**config.mk**
```make
export PLATFORM = sky130hd
export DESIGN_NAME = ad7476a_responder
export DESIGN_NICKNAME = d
export VERILOG_FILES = /design/src/rtl/ad7476a_responder_pkg.sv /design/src/rtl/ad7476a_responder_sync_edge.sv /design/src/rtl/ad7476a_responder.sv
export SDC_FILE = /design/constraint.sdc
export NUM_CORES = 1
export LEC_CHECK = 0
export ABC_AREA = 1
export BUFFER_PORTS_ARGS = -buffer_cell sky130_fd_sc_hd__buf_2
export CELL_PAD_IN_SITES_DETAIL_PLACEMENT = 0
export CELL_PAD_IN_SITES_GLOBAL_PLACEMENT = 2
export CORE_ASPECT_RATIO = 1.1
export CORE_MARGIN = 10
export CORE_UTILIZATION = 37
export CTS_BUF_LIST = sky130_fd_sc_hd__clkbuf_2
export CTS_CLUSTER_SIZE = 28
export DETAILED_ROUTE_END_ITERATION = 8
export HOLD_SLACK_MARGIN = 0.08
export MAX_ROUTING_LAYER = met4
export PLACE_DENSITY_LB_ADDON = 0.1
export SLEW_MARGIN = 25
export SYNTH_ARGS = -nofsm -noshare
export SYNTH_HDL_FRONTEND = slang
export SYNTH_SLANG_ARGS = --single-unit
```
**constraint.sdc**
```tcl
create_clock -name clk_i -period 1.5 [get_ports clk_i]
set_input_delay 0.075 -clock clk_i [delete_from_list [all_inputs] [get_ports clk_i]]
set_output_delay 0.075 -clock clk_i [all_outputs]
set_load 0.05 [all_outputs]
```
**src/rtl/ad7476a_responder_pkg.sv**
```systemverilog
// Shared constants and types for the AD7476A slave-side responder.
// Frame geometry and state encodings are also used by the matching master.
package ad7476a_responder_pkg;
  localparam int DEF_LEADING_ZEROS = 4;
  localparam int DEF_DATA_BITS     = 12;
  localparam int DEF_FRAME_BITS    = DEF_LEADING_ZEROS + DEF_DATA_BITS;

  typedef enum logic [1:0] {
    ST_IDLE     = 2'd0,
    ST_ACTIVE   = 2'd1,
    ST_TRAILING = 2'd2
  } state_e;

  typedef struct packed {
    logic level;
    logic rise;
    logic fall;
  } edge_t;
endpackage

```
**src/rtl/ad7476a_responder_sync_edge.sv**
```systemverilog
// Multi-flop synchronizer for one async pin plus registered-level edge pulses.
module ad7476a_responder_sync_edge
  import ad7476a_responder_pkg::*;
#(
  parameter int   SYNC_STAGES = 2,
  parameter logic RESET_VAL   = 1'b1
) (
  input  logic  clk_i,
  input  logic  rst_n_i,
  input  logic  async_i,
  output edge_t edge_o
);
  logic [SYNC_STAGES-1:0] sync_q;
  logic                   prev_q;

  always_ff @(posedge clk_i or negedge rst_n_i) begin
    if (!rst_n_i) begin
      sync_q <= {SYNC_STAGES{RESET_VAL}};
      prev_q <= RESET_VAL;
    end else begin
      sync_q <= {sync_q[SYNC_STAGES-2:0], async_i};
      prev_q <= sync_q[SYNC_STAGES-1];
    end
  end

  assign edge_o.level = sync_q[SYNC_STAGES-1];
  assign edge_o.rise  = ~prev_q &  sync_q[SYNC_STAGES-1];
  assign edge_o.fall  =  prev_q & ~sync_q[SYNC_STAGES-1];
endmodule

```
**src/rtl/ad7476a_responder.sv**
```systemverilog
// AD7476A serial-port slave: shifts {zeros, sample_i} out MSB first on sclk falls
// while cs_n_i is low; all pin activity is oversampled in the clk_i domain.
module ad7476a_responder
  import ad7476a_responder_pkg::*;
#(
  parameter int SYNC_STAGES   = 2,
  parameter int LEADING_ZEROS = DEF_LEADING_ZEROS,
  parameter int DATA_BITS     = DEF_DATA_BITS
) (
  input  logic                 clk_i,
  input  logic                 rst_n_i,
  input  logic [DATA_BITS-1:0] sample_i,
  input  logic                 sclk_i,
  input  logic                 cs_n_i,
  output logic                 sdata_o,
  output logic                 sdata_oe_o,
  output logic                 sample_taken_o,
  output logic                 frame_done_o,
  output logic                 abort_o,
  output logic                 busy_o
);
  localparam int FB = LEADING_ZEROS + DATA_BITS;
  localparam int CW = $clog2(FB + 1);
  localparam int FW = $clog2(SYNC_STAGES + 2);
  localparam logic [CW-1:0] CNT_LAST   = CW'(FB);
  localparam logic [FW-1:0] FLUSH_LAST = FW'(SYNC_STAGES + 1);

  edge_t cs_e, sclk_e;
  logic  unused_sclk;
  assign unused_sclk = ^{sclk_e.rise, sclk_e.level};

  ad7476a_responder_sync_edge #(.SYNC_STAGES(SYNC_STAGES), .RESET_VAL(1'b1)) u_cs_sync (
    .clk_i(clk_i), .rst_n_i(rst_n_i), .async_i(cs_n_i), .edge_o(cs_e));
  ad7476a_responder_sync_edge #(.SYNC_STAGES(SYNC_STAGES), .RESET_VAL(1'b1)) u_sclk_sync (
    .clk_i(clk_i), .rst_n_i(rst_n_i), .async_i(sclk_i), .edge_o(sclk_e));

  state_e          state_q, state_d;
  logic [FB-1:0]   sr_q, sr_d;
  logic [CW-1:0]   cnt_q, cnt_d;
  logic [FW-1:0]   flush_q, flush_d;
  logic            armed_q, armed_d;
  logic            sdata_q, sdata_d, oe_q, oe_d;
  logic            taken_q, taken_d, done_q, done_d, abort_q, abort_d;

  // The synchronizers come out of reset reading "high"; a frame may only start
  // once the chain has flushed and the real pin has been seen high, so a cs_n_i
  // held low across reset release cannot fake a falling edge.
  always_comb begin
    state_d = state_q;
    sr_d    = sr_q;
    cnt_d   = cnt_q;
    sdata_d = sdata_q;
    oe_d    = oe_q;
    taken_d = 1'b0;
    done_d  = 1'b0;
    abort_d = 1'b0;
    flush_d = (flush_q == FLUSH_LAST) ? flush_q : flush_q + 1'b1;
    armed_d = armed_q | ((flush_q == FLUSH_LAST) & cs_e.level);
    case (state_q)
      ST_IDLE: begin
        if (cs_e.fall && armed_q) begin
          sr_d    = {{LEADING_ZEROS{1'b0}}, sample_i};
          cnt_d   = '0;
          taken_d = 1'b1;
          oe_d    = 1'b1;
          sdata_d = sr_d[FB-1];
          state_d = ST_ACTIVE;
        end
      end
      ST_ACTIVE: begin
        if (sclk_e.fall) begin
          cnt_d = cnt_q + 1'b1;
          sr_d  = sr_q << 1;
        end
        if (sclk_e.fall && cnt_d == CNT_LAST) begin
          done_d  = 1'b1;
          oe_d    = 1'b0;
          sdata_d = 1'b0;
          state_d = cs_e.rise ? ST_IDLE : ST_TRAILING;
        end else if (cs_e.rise) begin
          abort_d = 1'b1;
          oe_d    = 1'b0;
          sdata_d = 1'b0;
          state_d = ST_IDLE;
        end else if (sclk_e.fall) begin
          sdata_d = sr_d[FB-1];
        end
      end
      ST_TRAILING: begin
        if (cs_e.rise) state_d = ST_IDLE;
      end
      default: begin
        oe_d    = 1'b0;
        sdata_d = 1'b0;
        state_d = ST_IDLE;
      end
    endcase
  end

  always_ff @(posedge clk_i or negedge rst_n_i) begin
    if (!rst_n_i) begin
      state_q <= ST_IDLE;
      sr_q    <= '0;
      cnt_q   <= '0;
      flush_q <= '0;
      armed_q <= 1'b0;
      sdata_q <= 1'b0;
      oe_q    <= 1'b0;
      taken_q <= 1'b0;
      done_q  <= 1'b0;
      abort_q <= 1'b0;
    end else begin
      state_q <= state_d;
      sr_q    <= sr_d;
      cnt_q   <= cnt_d;
      flush_q <= flush_d;
      armed_q <= armed_d;
      sdata_q <= sdata_d;
      oe_q    <= oe_d;
      taken_q <= taken_d;
      done_q  <= done_d;
      abort_q <= abort_d;
    end
  end

  assign sdata_o        = sdata_q;
  assign sdata_oe_o     = oe_q;
  assign sample_taken_o = taken_q;
  assign frame_done_o   = done_q;
  assign abort_o        = abort_q;
  assign busy_o         = (state_q != ST_IDLE);
endmodule

```
==> results of run 1 <==
## Yosys cell counts
cell type	instances	area (sq um)
a21oi_1	4	20.0
and2_0	1	6.26
buf_4	1	7.51
buf_6	2	22.5
dfrtp_1	30	751
dfstp_2	6	158
ha_1	2	25.0
inv_1	25	93.8
inv_2	4	15.0
mux2_2	1	11.3
nand2_1	32	120
nand2_2	1	6.26
nand2_4	2	22.5
nand3_1	7	35.0
nand3_2	1	10.0
nand4_4	1	21.3
nor2_1	7	26.3
nor2_2	2	12.5
nor2_4	3	33.8
o21ai_0	5	25.0
o21ai_1	1	5.00
o21bai_1	3	22.5
o221ai_1	11	96.3
o22ai_1	4	25.0
xnor2_1	1	8.76
## cell usage in the layout, fill, tap and decap left out, drive strengths merged, types with 2 or more instances in the layout
| cell type | instances |
|---|---|
| a21oi | 4 |
| buf | 26 |
| clkbuf | 5 |
| dfrtp | 30 |
| dfstp | 6 |
| dlygate4sd3 | 15 |
| ha | 2 |
| inv | 29 |
| nand2 | 35 |
| nand3 | 8 |
| nor2 | 12 |
| o21ai | 6 |
| o21bai | 3 |
| o221ai | 11 |
| o22ai | 4 |
## area by class of cell
cell class / count / area share
clock buffer: 5 / 0.0123
clock inverter: 3 / 0.0210
inverter: 29 / 0.0537
multi-input combinational: 89 / 0.276
sequential: 36 / 0.448
tap: 52 / 0.0321
timing repair buffer: 41 / 0.157
## worst min-delay path: cells and delay by family
kind     cells  cell delay [ns]
buf+inv      3             0.97
## state kept, by name, indices dropped and copies added (netlist names)
register and count:
sr_q 15, cnt_q 5, flush_q 2, state_q 2
u_cs_sync.sync_q 2, u_sclk_sync.sync_q 2, abort_o 1, armed_q 1
frame_done_o 1, sample_taken_o 1, sdata_o 1, sdata_oe_o 1
u_cs_sync.prev_q 1, u_sclk_sync.prev_q 1
## final timing paths
| check | start | end | slack (ns) | cells past startpoint |
|---|---|---|---|---|
| setup reg to reg | u_sclk_sync.prev_q$_DFF_PN1_ | sr_q[3]$_DFFE_PN0P_ | 0.10 | 6 |
| min in group clk_i | cs_n_i | u_cs_sync.sync_q[0]$_DFF_PN1_ | 0.30 | 2 |
| hold / removal | rst_n_i | sr_q[14]$_DFFE_PN0P_ | 0.22 | 3 |
| hold reg to reg | u_sclk_sync.sync_q[0]$_DFF_PN1_ | u_sclk_sync.sync_q[1]$_DFF_PN1_ | 0.37 | 0 |
| max in group asynchronous | rst_n_i | u_sclk_sync.prev_q$_DFF_PN1_ | 0.94 | 3 |
| setup / recovery | u_sclk_sync.prev_q$_DFF_PN1_ | sr_q[3]$_DFFE_PN0P_ | 0.10 | 6 |
## repair_timing
| action | in CTS | in global routing |
|---|---|---|
| gates resized for setup | 0 | 10 |
| setup endpoints to repair | 0 | 5 |
| setup buffers | 0 | 2 |
| hold buffers | 15 | 0 |
| endpoints found under the hold margin | 50 | 0 |
## logic make-up (layout without fill, tap and decap cells)
family                     Yosys count  in the layout  share of synthesized area
DFF                                 36             36                      0.575
and+or+nand+nor                     57             57                      0.186
buffers and inverters               32             78                     0.0879
AOI/OAI and AO/OA                   28             28                      0.123
muxes                                1              1                    0.00713
adders and majority gates            2              2                     0.0158
xor gates and xnor gates             1              1                    0.00554
## stage by stage
stage | instances | hold WS, ns | power [W] | worst slack [ns]
detailed placement | 230 | 0.145 | 0.00189 | 0.0788
CTS | 253 | 0.207 | 0.00253 | 0.0358
global route | 255 | 0.212 | 0.00275 | -0.00250
floorplan | 157 | -0.221 | 0.00171 | 0.156
global placement | 230 | 0.140 | 0.00187 | 0.114
finish | 255 | 0.220 | 0.00256 | 0.101
## power groups by stage
stage / registers [W] / clock network (W) / logic, W
after floorplan: 0.00133 / 0 / 0.000385
after global placement: 0.00126 / 0 / 0.000612
after detailed placement: 0.00126 / 0 / 0.000627
after CTS: 0.00124 / 0.000629 / 0.000660
after global routing: 0.00126 / 0.000677 / 0.000807
final: 0.00124 / 0.000605 / 0.000716
## routing by layer
| layer | up-vias | wire length (microns) | share of wire |
|---|---|---|---|
| met5 | - | 0 | 0 |
| met4 | 0 | 41 | 0.013 |
| met3 | 5 | 132 | 0.042 |
| met2 | 20 | 1550 | 0.50 |
| met1 | 554 | 1390 | 0.45 |
| li1 | 605 | - | - |
==> flow_summary_export.csv, run 1 <==
group,metric,value,unit
run_status,outcome,"finished, final reports clean",
timing,period_minus_slack,1.40,ns
final_layout,final_util,0.500,
placed_design,place_hpwl,2180,microns
timing,setup_viol,0,
placed_design,portBuffers,21,
timing,tightest_slew,0.441,ns
synth,syn_area_per_cell,10.1,sq um
floorplanning,fp.dieH,88.5,microns
power,swShare,0.329,
floorplanning,core-area,4050,sq um
detailed_routing,avgRoutedWirePerCell,12.2,microns
synth,yosysWarningCount,0,
clock_network,htreeDepth,2,
timing,slew_violations,0,
global_routing,grtUsageMet3,0.0314,
worst_setup_path,path_buf_inv,3,
power,leakage,0.967,nW
clock_network,clockRootBuffer,"clkbuf_2",
global_routing,busiest_layer,"met2",
power,ir_worst_vdd,0.691,mV
detailed_routing,ant_nets,0,
global_routing,grt_pass1_vias,1271,
global_routing,grt_max_degree,37,
synth,syn_nets,175,
run,max_cap_viol_count,0,
power,intPower,0.00172,W
worst_setup_path,critPathCaptureType,"flop",
worst_setup_path,path_common_cell,"buf_12",
timing,slew_headroom,0.706,
clock_network,numClockSinks,36,
clock_network,cts.clk_slew.worst_paths,0.20,ns
global_routing,grt_usage,0.103,
final_layout,ff_latch_area,908,sq um
power,p_sw,0.000844,W
clock_network,cts_tree,"yes",
worst_setup_path,cpPeakStageDelay,0.59,ns
clock_network,clk_latency,0.38,ns
timing,tns,0,ns
worst_setup_path,cp_data_required_time,1.80,ns
worst_setup_path,criticalPathCategory,"reg2reg",
power,comb_power_share,0.280,
worst_setup_path,cp_cell_sequence,"inv_1, nor2_4, buf_12, nand2_4, buf_12, o221ai_1",
floorplanning,io_pins,22,
floorplanning,dieWidth,82.3,microns
final_layout,multi_input_area,561,sq um
floorplanning,dieArea,7290,sq um
timing,period_share,0.933,
worst_hold_path,hp-class,"in2async",
worst_setup_path,critPathLaunchType,"flop",
synth,syn_inst,157,
timing,skew,0.0183,ns
final_layout,fill_cells,404,
final_layout,nNetsFinal,220,
detailed_routing,drtPass1Iterations,4,
worst_setup_path,worstPathArrival,1.70,ns
synth,seq_area_frac_synth,0.575,
final_layout,antenna-diode-count,0,
worst_setup_path,cp_top_family,"flip-flops",
detailed_routing,route.detailed.drc,0,
detailed_routing,routed_via_density,4.64,
final_layout,drive_gt1_frac,0.300,
final_layout,area_growth,28.3,%
synth,synth_cell_types,25,
global_routing,antenna_found_initial,0,
power,p_clk_frac,0.236,
detailed_routing,routed_wl,3110,microns
power,p_seq_frac,0.484,
global_routing,grt_pass1_wl,5670,microns
worst_setup_path,cp_max_fo,14,
timing,max_freq,715,MHz
timing,hold_violations,0,
synth,synth-seq-cells,36,
worst_setup_path,slowest_stage,"dfstp_2",
placed_design,gp_congestion,0.800,
clock_network,clock_path_buffers,2,
power,powerDensity,1260,nW/um^2
placed_design,placed_cell_area,1760,sq um
detailed_routing,dr_total_vias,1184,
synth,synth_area,1580,sq um
global_routing,grt.overflow.total,0,
clock_network,cts_inserted_buffers,5,
floorplanning,num_rows,24,
global_routing,gr-usage-met1,0.114,
final_layout,final_cell_area,2030,sq um
detailed_routing,drtIter0Drc,47,
global_routing,met2_usage,0.163,
floorplanning,initial_core_util,0.390,
(Power assumes the default switching activity.)
==> run 2: changes to the inputs <==
--- a/config.mk
+++ b/config.mk
@@ -7,6 +7,7 @@
 export LEC_CHECK = 0
 export ABC_AREA = 1
 export BUFFER_PORTS_ARGS = -buffer_cell sky130_fd_sc_hd__buf_2
+export CAP_MARGIN = 20
 export CELL_PAD_IN_SITES_DETAIL_PLACEMENT = 0
 export CELL_PAD_IN_SITES_GLOBAL_PLACEMENT = 2
 export CORE_ASPECT_RATIO = 1.1
==> constraint.sdc (replaced) <==
create_clock -name clk_i -period 1.6 [get_ports clk_i]
set_input_delay 0.08 -clock clk_i [delete_from_list [all_inputs] [get_ports clk_i]]
set_output_delay 0.08 -clock clk_i [all_outputs]
set_load 0.05 [all_outputs]
==> flow_summary_export.csv, run 2 (synthesis gave the netlist of run 1 again) <==
group,metric,value,unit
timing,tns,0,ns
timing,slew_violations,0,
final_layout,ff_latch_area,908,sq um
clock_network,cts_inserted_buffers,5,
global_routing,grt_usage,0.0974,
detailed_routing,avgRoutedWirePerCell,11.8,microns
worst_setup_path,r2r_slack,0.15,ns
floorplanning,dieArea,7290,sq um
final_layout,antenna-diode-count,0,
detailed_routing,dr_total_vias,1158,
timing,period_minus_slack,1.45,ns
power,ir_worst_vdd,0.450,mV
worst_setup_path,reg2reg_depth,7,
global_routing,grt_pass1_wl,5340,microns
final_layout,area_growth,22.2,%
clock_network,clockRootBuffer,"clkbuf_2",
timing,max_freq,689,MHz
final_layout,multi_input_area,533,sq um
timing,skew,0.0151,ns
worst_setup_path,worstPathArrival,1.74,ns
floorplanning,core-area,4050,sq um
final_layout,nNetsFinal,218,
detailed_routing,route.detailed.drc,0,
final_layout,largest_register,"sr_q",
worst_setup_path,critPathCaptureType,"flop",
clock_network,clk_latency,0.35,ns
detailed_routing,routed_via_density,4.58,
run,max_cap_viol_count,0,
floorplanning,initial_core_util,0.390,
timing,setup_viol,0,
detailed_routing,drtIter0Drc,55,
timing,hold_violations,0,
floorplanning,num_rows,24,
run_status,outcome,"finished, final reports clean",
global_routing,grt.overflow.total,0,
timing,tightest_slew,0.440,ns
global_routing,grt_max_degree,37,
global_routing,grt_pass1_vias,1213,
floorplanning,fp.dieH,88.5,microns
detailed_routing,drtPass1Iterations,4,
final_layout,fin_cells,253,
final_layout,layout_common_cells,"32 x nand2_1, 30 x dfrtp_1, 25 x inv_1",
timing,period_share,0.907,
worst_hold_path,hp-class,"in2async",
placed_design,portBuffers,21,
worst_setup_path,critPathLaunchType,"flop",
clock_network,numClockSinks,36,
final_layout,drive_gt1_frac,0.259,
worst_setup_path,criticalPathCategory,"reg2reg",
placed_design,place_hpwl,2150,microns
final_layout,layout_commonest_cell,"nand2_1",
timing,slew_headroom,0.707,
worst_setup_path,cp_max_fo,4,
clock_network,clock_path_buffers,2,
final_layout,fill_cells,405,
final_layout,largestRegisters,"sr_q (15), cnt_q (5)",
clock_network,cts_tree,"yes",
clock_network,cts.clk_slew.worst_paths,0.17,ns
detailed_routing,ant_nets,0,
global_routing,antenna_found_initial,0,
placed_design,gp_congestion,0.846,
worst_setup_path,cp_data_required_time,1.89,ns
clock_network,htreeDepth,2,
power,powerDensity,1110,nW/um^2
timing,rsz0062_at_grt,"false",
final_layout,largest_reg_flops,15,
floorplanning,io_pins,22,
power,leakage,0.937,nW
detailed_routing,routed_wl,2990,microns
floorplanning,dieWidth,82.3,microns
placed_design,dp.cells,229,
[run 2: changes by cell type in the layout (fill, tap and decap cells not counted), sizes merged]
cell | previous run | this run
buf | 26 | 24
bufinv | 1 | 0
clkbuf | 5 | 7
clkinvlp | 1 | 0
[run 2: through the flow]
step	util	hold slack [ns]	power [W]	setup WS (ns)	cell area, sq um
after floorplan	-	-0.216	0.00160	0.256	1580
after global placement	0.428	0.140	0.00174	0.183	1740
after detailed placement	0.428	0.153	0.00175	0.129	1740
after CTS	0.475	0.244	0.00218	0.111	1920
after global routing	0.477	0.253	0.00233	0.0184	1930
final	0.477	0.260	0.00215	0.149	1930
[run 2: area by class of cell]
class,count,share of cell area
clock buffers,7,0.0181
clock inverters,1,0.00194
inverters,29,0.0563
multi-input cells,89,0.276
flip-flops and latches,36,0.470
well taps,52,0.0337
repair buffers,39,0.144
[run 2: power breakdown]
group	switching [W]	internal (W)	leakage, nW
clock	0.000272	0.000117	0.0306
combinational	0.000366	0.000220	0.467
sequential	0.0000816	0.00109	0.439
total	0.000720	0.00143	0.937
[run 2: final timing paths]
path | startpoint | to
hold / removal | rst_n_i | cnt_q[3]$_DFFE_PN0P_
setup reg to reg | cnt_q[0]$_DFFE_PN0P_ | state_q[1]$_DFFE_PN0P_
setup / recovery | cnt_q[0]$_DFFE_PN0P_ | state_q[1]$_DFFE_PN0P_
max in group asynchronous | rst_n_i | u_cs_sync.sync_q[1]$_DFF_PN1_
hold reg to reg | u_sclk_sync.sync_q[0]$_DFF_PN1_ | u_sclk_sync.sync_q[1]$_DFF_PN1_
min in group clk_i | sclk_i | u_sclk_sync.sync_q[0]$_DFF_PN1_
[run 2: critical path: stages, from the launching register on]
cell     delay, ns
dfrtp_1       0.44
ha_1          0.31
nor2_2        0.12
nand2_1       0.07
nor2_2        0.13
and2_0        0.13
nand2_1       0.07
a21oi_1       0.12
[run 2: what timing repair did]
action                                  4_1_cts  5_1_grt
endpoints found under the hold margin        50        0
endpoints found under the setup margin        0        1
hold buffers                                 15        0
resized for setup                             0        0
setup buffers                                 0        1
[run 2: metal layers]
layer  GRT usage  vias up  routed length [microns]
met5           -        -                        0
met4      0.0325        0                       43
met3      0.0385        5                      135
met2       0.159       19                     1480
met1       0.106      536                     1340
li1            -      598                        -
==> run 3: changes to the inputs <==
--- a/config.mk
+++ b/config.mk
@@ -5,20 +5,20 @@
 export SDC_FILE = /design/constraint.sdc
 export NUM_CORES = 1
 export LEC_CHECK = 0
-export ABC_AREA = 1
 export BUFFER_PORTS_ARGS = -buffer_cell sky130_fd_sc_hd__buf_2
 export CAP_MARGIN = 20
 export CELL_PAD_IN_SITES_DETAIL_PLACEMENT = 0
 export CELL_PAD_IN_SITES_GLOBAL_PLACEMENT = 2
 export CORE_ASPECT_RATIO = 1.1
 export CORE_MARGIN = 10
-export CORE_UTILIZATION = 37
+export CORE_UTILIZATION = 39
 export CTS_BUF_LIST = sky130_fd_sc_hd__clkbuf_2
 export CTS_CLUSTER_SIZE = 28
 export DETAILED_ROUTE_END_ITERATION = 8
 export HOLD_SLACK_MARGIN = 0.08
 export MAX_ROUTING_LAYER = met4
 export PLACE_DENSITY_LB_ADDON = 0.1
+export REMOVE_ABC_BUFFERS = 1
 export SLEW_MARGIN = 25
 export SYNTH_ARGS = -nofsm -noshare
 export SYNTH_HDL_FRONTEND = slang
==> flow_summary_export.csv, run 3 <==
group,metric,value,unit
synth,synth_area,1530,sq um
synth,synthTopCellsByCount,"30 x dfrtp_1, 14 x a21o_1, 14 x nand2_1, 12 x a22o_1, 8 x o21ai_0",
placed_design,place_hpwl,2190,microns
placed_design,gp_congestion,0.804,
detailed_routing,ant_nets,0,
timing,max_freq,619,MHz
detailed_routing,drtIter0Drc,100,
run,max_cap_viol_count,0,
synth,yosys.area.top_type,"dfrtp_1",
timing,tightest_slew,0.446,ns
timing,skew,0.0129,ns
synth,synth_cell_types,37,
timing,hold_ws,0.216,ns
worst_setup_path,critPathLaunchType,"flop",
global_routing,grt.overflow.total,0,
floorplanning,dieWidth,79.7,microns
final_layout,nNetsFinal,208,
synth,synthArstFlopShare,1.00,
global_routing,antenna_found_initial,0,
synth,seq_area_frac_synth,0.594,
final_layout,layout_common_cells,"30 x dfrtp_1, 22 x buf_2, 21 x buf_4",
floorplanning,io_pins,22,
detailed_routing,route.detailed.drc,0,
clock_network,cts_tree,"yes",
placed_design,portBuffers,21,
final_layout,layout_commonest_cell,"dfrtp_1",
final_layout,area_growth,36.0,%
floorplanning,dieArea,6830,sq um
power,power,0.00211,W
timing,rsz0062_at_grt,"true",
floorplanning,initial_core_util,0.412,
timing,setup_viol,2,
worst_setup_path,reg2reg_depth,6,
synth,ys.flop_type,"dfrtp_1",
global_routing,grt_pass1_vias,1298,
floorplanning,core-area,3710,sq um
clock_network,clk_latency,0.39,ns
clock_network,htreeDepth,2,
worst_setup_path,criticalPathCategory,"reg2reg",
worst_setup_path,critPathCaptureType,"flop",
detailed_routing,dr_total_vias,1211,
worst_setup_path,cp_data_required_time,1.95,ns
synth,syn_inst,127,
run_status,violations,"negative setup slack",
synth,synth_top_area_frac,0.491,
synth,synth_edf_count,0,
final_layout,final_cell_area,2080,sq um
power,ir_worst_vdd,0.458,mV
placed_design,placed_cell_area,1770,sq um
power,leakage,1.03,nW
worst_setup_path,path_buf_inv,1,
final_layout,fill_cells,325,
worst_setup_path,cp_cell_sequence,"ha_2, nand3b_1, or3_4, a211oi_2, buf_4, and2_4",
timing,period_minus_slack,1.61,ns
worst_setup_path,critical_path_depth,6,
global_routing,grt_pass1_wl,5620,microns
final_layout,largest_reg_flops,15,
worst_setup_path,cpPeakStageDelay,0.41,ns
floorplanning,fp.dieH,85.7,microns
clock_network,clockRootBuffer,"clkbuf_2",
detailed_routing,routed_wl,3310,microns
synth,netlist_top_cells_area,"dfrtp_1 49%, dfstp_2 10%, a21o_1 6.9%",
clock_network,numClockSinks,36,
worst_setup_path,r2r_slack,-0.01,ns
global_routing,grt_max_degree,37,
synth,syn_area_per_cell,12.0,sq um
clock_network,cts_inserted_buffers,5,
worst_setup_path,cp_top_family,"simple AND/OR/NAND/NOR gates",
final_layout,largest_register,"sr_q",
timing,slew_headroom,0.703,
worst_setup_path,worstPathArrival,1.97,ns
timing,layout_setup_ws,-0.0150,ns
worst_hold_path,hp-class,"in2async",
final_layout,largestRegisters,"sr_q (15), cnt_q (5)",
timing,slew_violations,0,
final_layout,final_util,0.560,
power,powerDensity,1010,nW/um^2
clock_network,cts.clk_slew.worst_paths,0.21,ns
detailed_routing,routed_via_density,5.02,
global_routing,grt_usage,0.104,
floorplanning,num_rows,23,
worst_setup_path,cp_max_fo,6,
detailed_routing,drtPass1Iterations,4,
run_status,outcome,"finished with violations",
timing,period_share,1.01,
timing,hold_violations,0,
synth,yosysWarningCount,0,
final_layout,drive_gt1_frac,0.361,
worst_setup_path,slowest_stage,"dfrtp_1",
clock_network,clock_path_buffers,2,
synth,yosysMostFrequentCell,"dfrtp_1",
synth,synth-seq-cells,36,
detailed_routing,avgRoutedWirePerCell,13.7,microns
final_layout,antenna-diode-count,0,
==> run 3: worst reg2reg max path: cells and delay by family (launching register included) <==
kind | cells | cell delay [ns]
AND/OR/NAND/NOR | 3 | 0.60
buffers and inverters | 1 | 0.16
adder cells (fa/ha/maj) | 1 | 0.19
AO/OA/AOI/OAI | 1 | 0.21
flip-flops | 1 | 0.41
==> run 3: worst paths after layout <==
path,start,to
hold reg to reg,u_sclk_sync.sync_q[0]$_DFF_PN1_,u_sclk_sync.sync_q[1]$_DFF_PN1_
setup / recovery,cnt_q[1]$_DFFE_PN0P_,frame_done_o$_DFF_PN0_
max in group asynchronous,rst_n_i,u_cs_sync.sync_q[0]$_DFF_PN1_
min in group clk_i,cs_n_i,u_cs_sync.sync_q[0]$_DFF_PN1_
setup reg to reg,cnt_q[1]$_DFFE_PN0P_,frame_done_o$_DFF_PN0_
hold / removal,rst_n_i,sdata_oe_o$_DFFE_PN0P_
==> run 3: repair_timing <==
item                                    in CTS  in global routing
setup buffers                                7                  6
hold endpoints to repair                    50                  0
hold buffers                                15                  0
resized for setup                            1                  6
endpoints found under the setup margin       6                 20
gates cloned                                 0                  1
pin swaps                                    3                 12
==> run 3: logic make-up after synthesis <==
| logic type | count (synthesis) | share of synthesized area |
|---|---|---|
| xor gates and xnor gates | 4 | 0.0229 |
| buffers and inverters | 4 | 0.0155 |
| muxes | 2 | 0.0147 |
| DFF | 36 | 0.594 |
| AOI/OAI and AO/OA | 45 | 0.213 |
| adders and majority gates | 2 | 0.0164 |
| and+or+nand+nor | 34 | 0.123 |
==> run 3: stage by stage <==
stage,setup WS (ns),TNS [ns],cells
final,-0.0150,-0.0275,241
after detailed placement,-0.0424,-0.169,206
after global routing,-0.107,-0.985,241
after CTS,0.00151,0,236
after global placement,-0.0151,-0.0157,206
after floorplan,-0.0672,-0.274,124
==> run 3: report_power, final <==
group	total, W	switching (W)	internal, W
Combinational	0.000536	0.000286	0.000251
Clock	0.000440	0.000332	0.000109
Sequential	0.00113	0.0000852	0.00104
==> run 3: final cells by class <==
cell class,instances,area [sq um],share of cell area
Inverter,1,3.75,0.00180
Tap cell,50,62.6,0.0301
Clock buffer,5,25.0,0.0120
Clock inverter,3,23.8,0.0114
Timing Repair Buffer,59,438,0.210
Sequential cell,36,908,0.437
Multi-Input combinational cell,87,619,0.298
==> run 3: per-layer routing <==
layer	wire (microns)	vias to the layer above	part of all wire	track usage
li1	-	592	-	-
met1	1480	592	0.45	0.113
met2	1650	20	0.50	0.169
met3	118	7	0.036	0.0365
met4	61	0	0.018	0.0424
met5	0	-	0	-
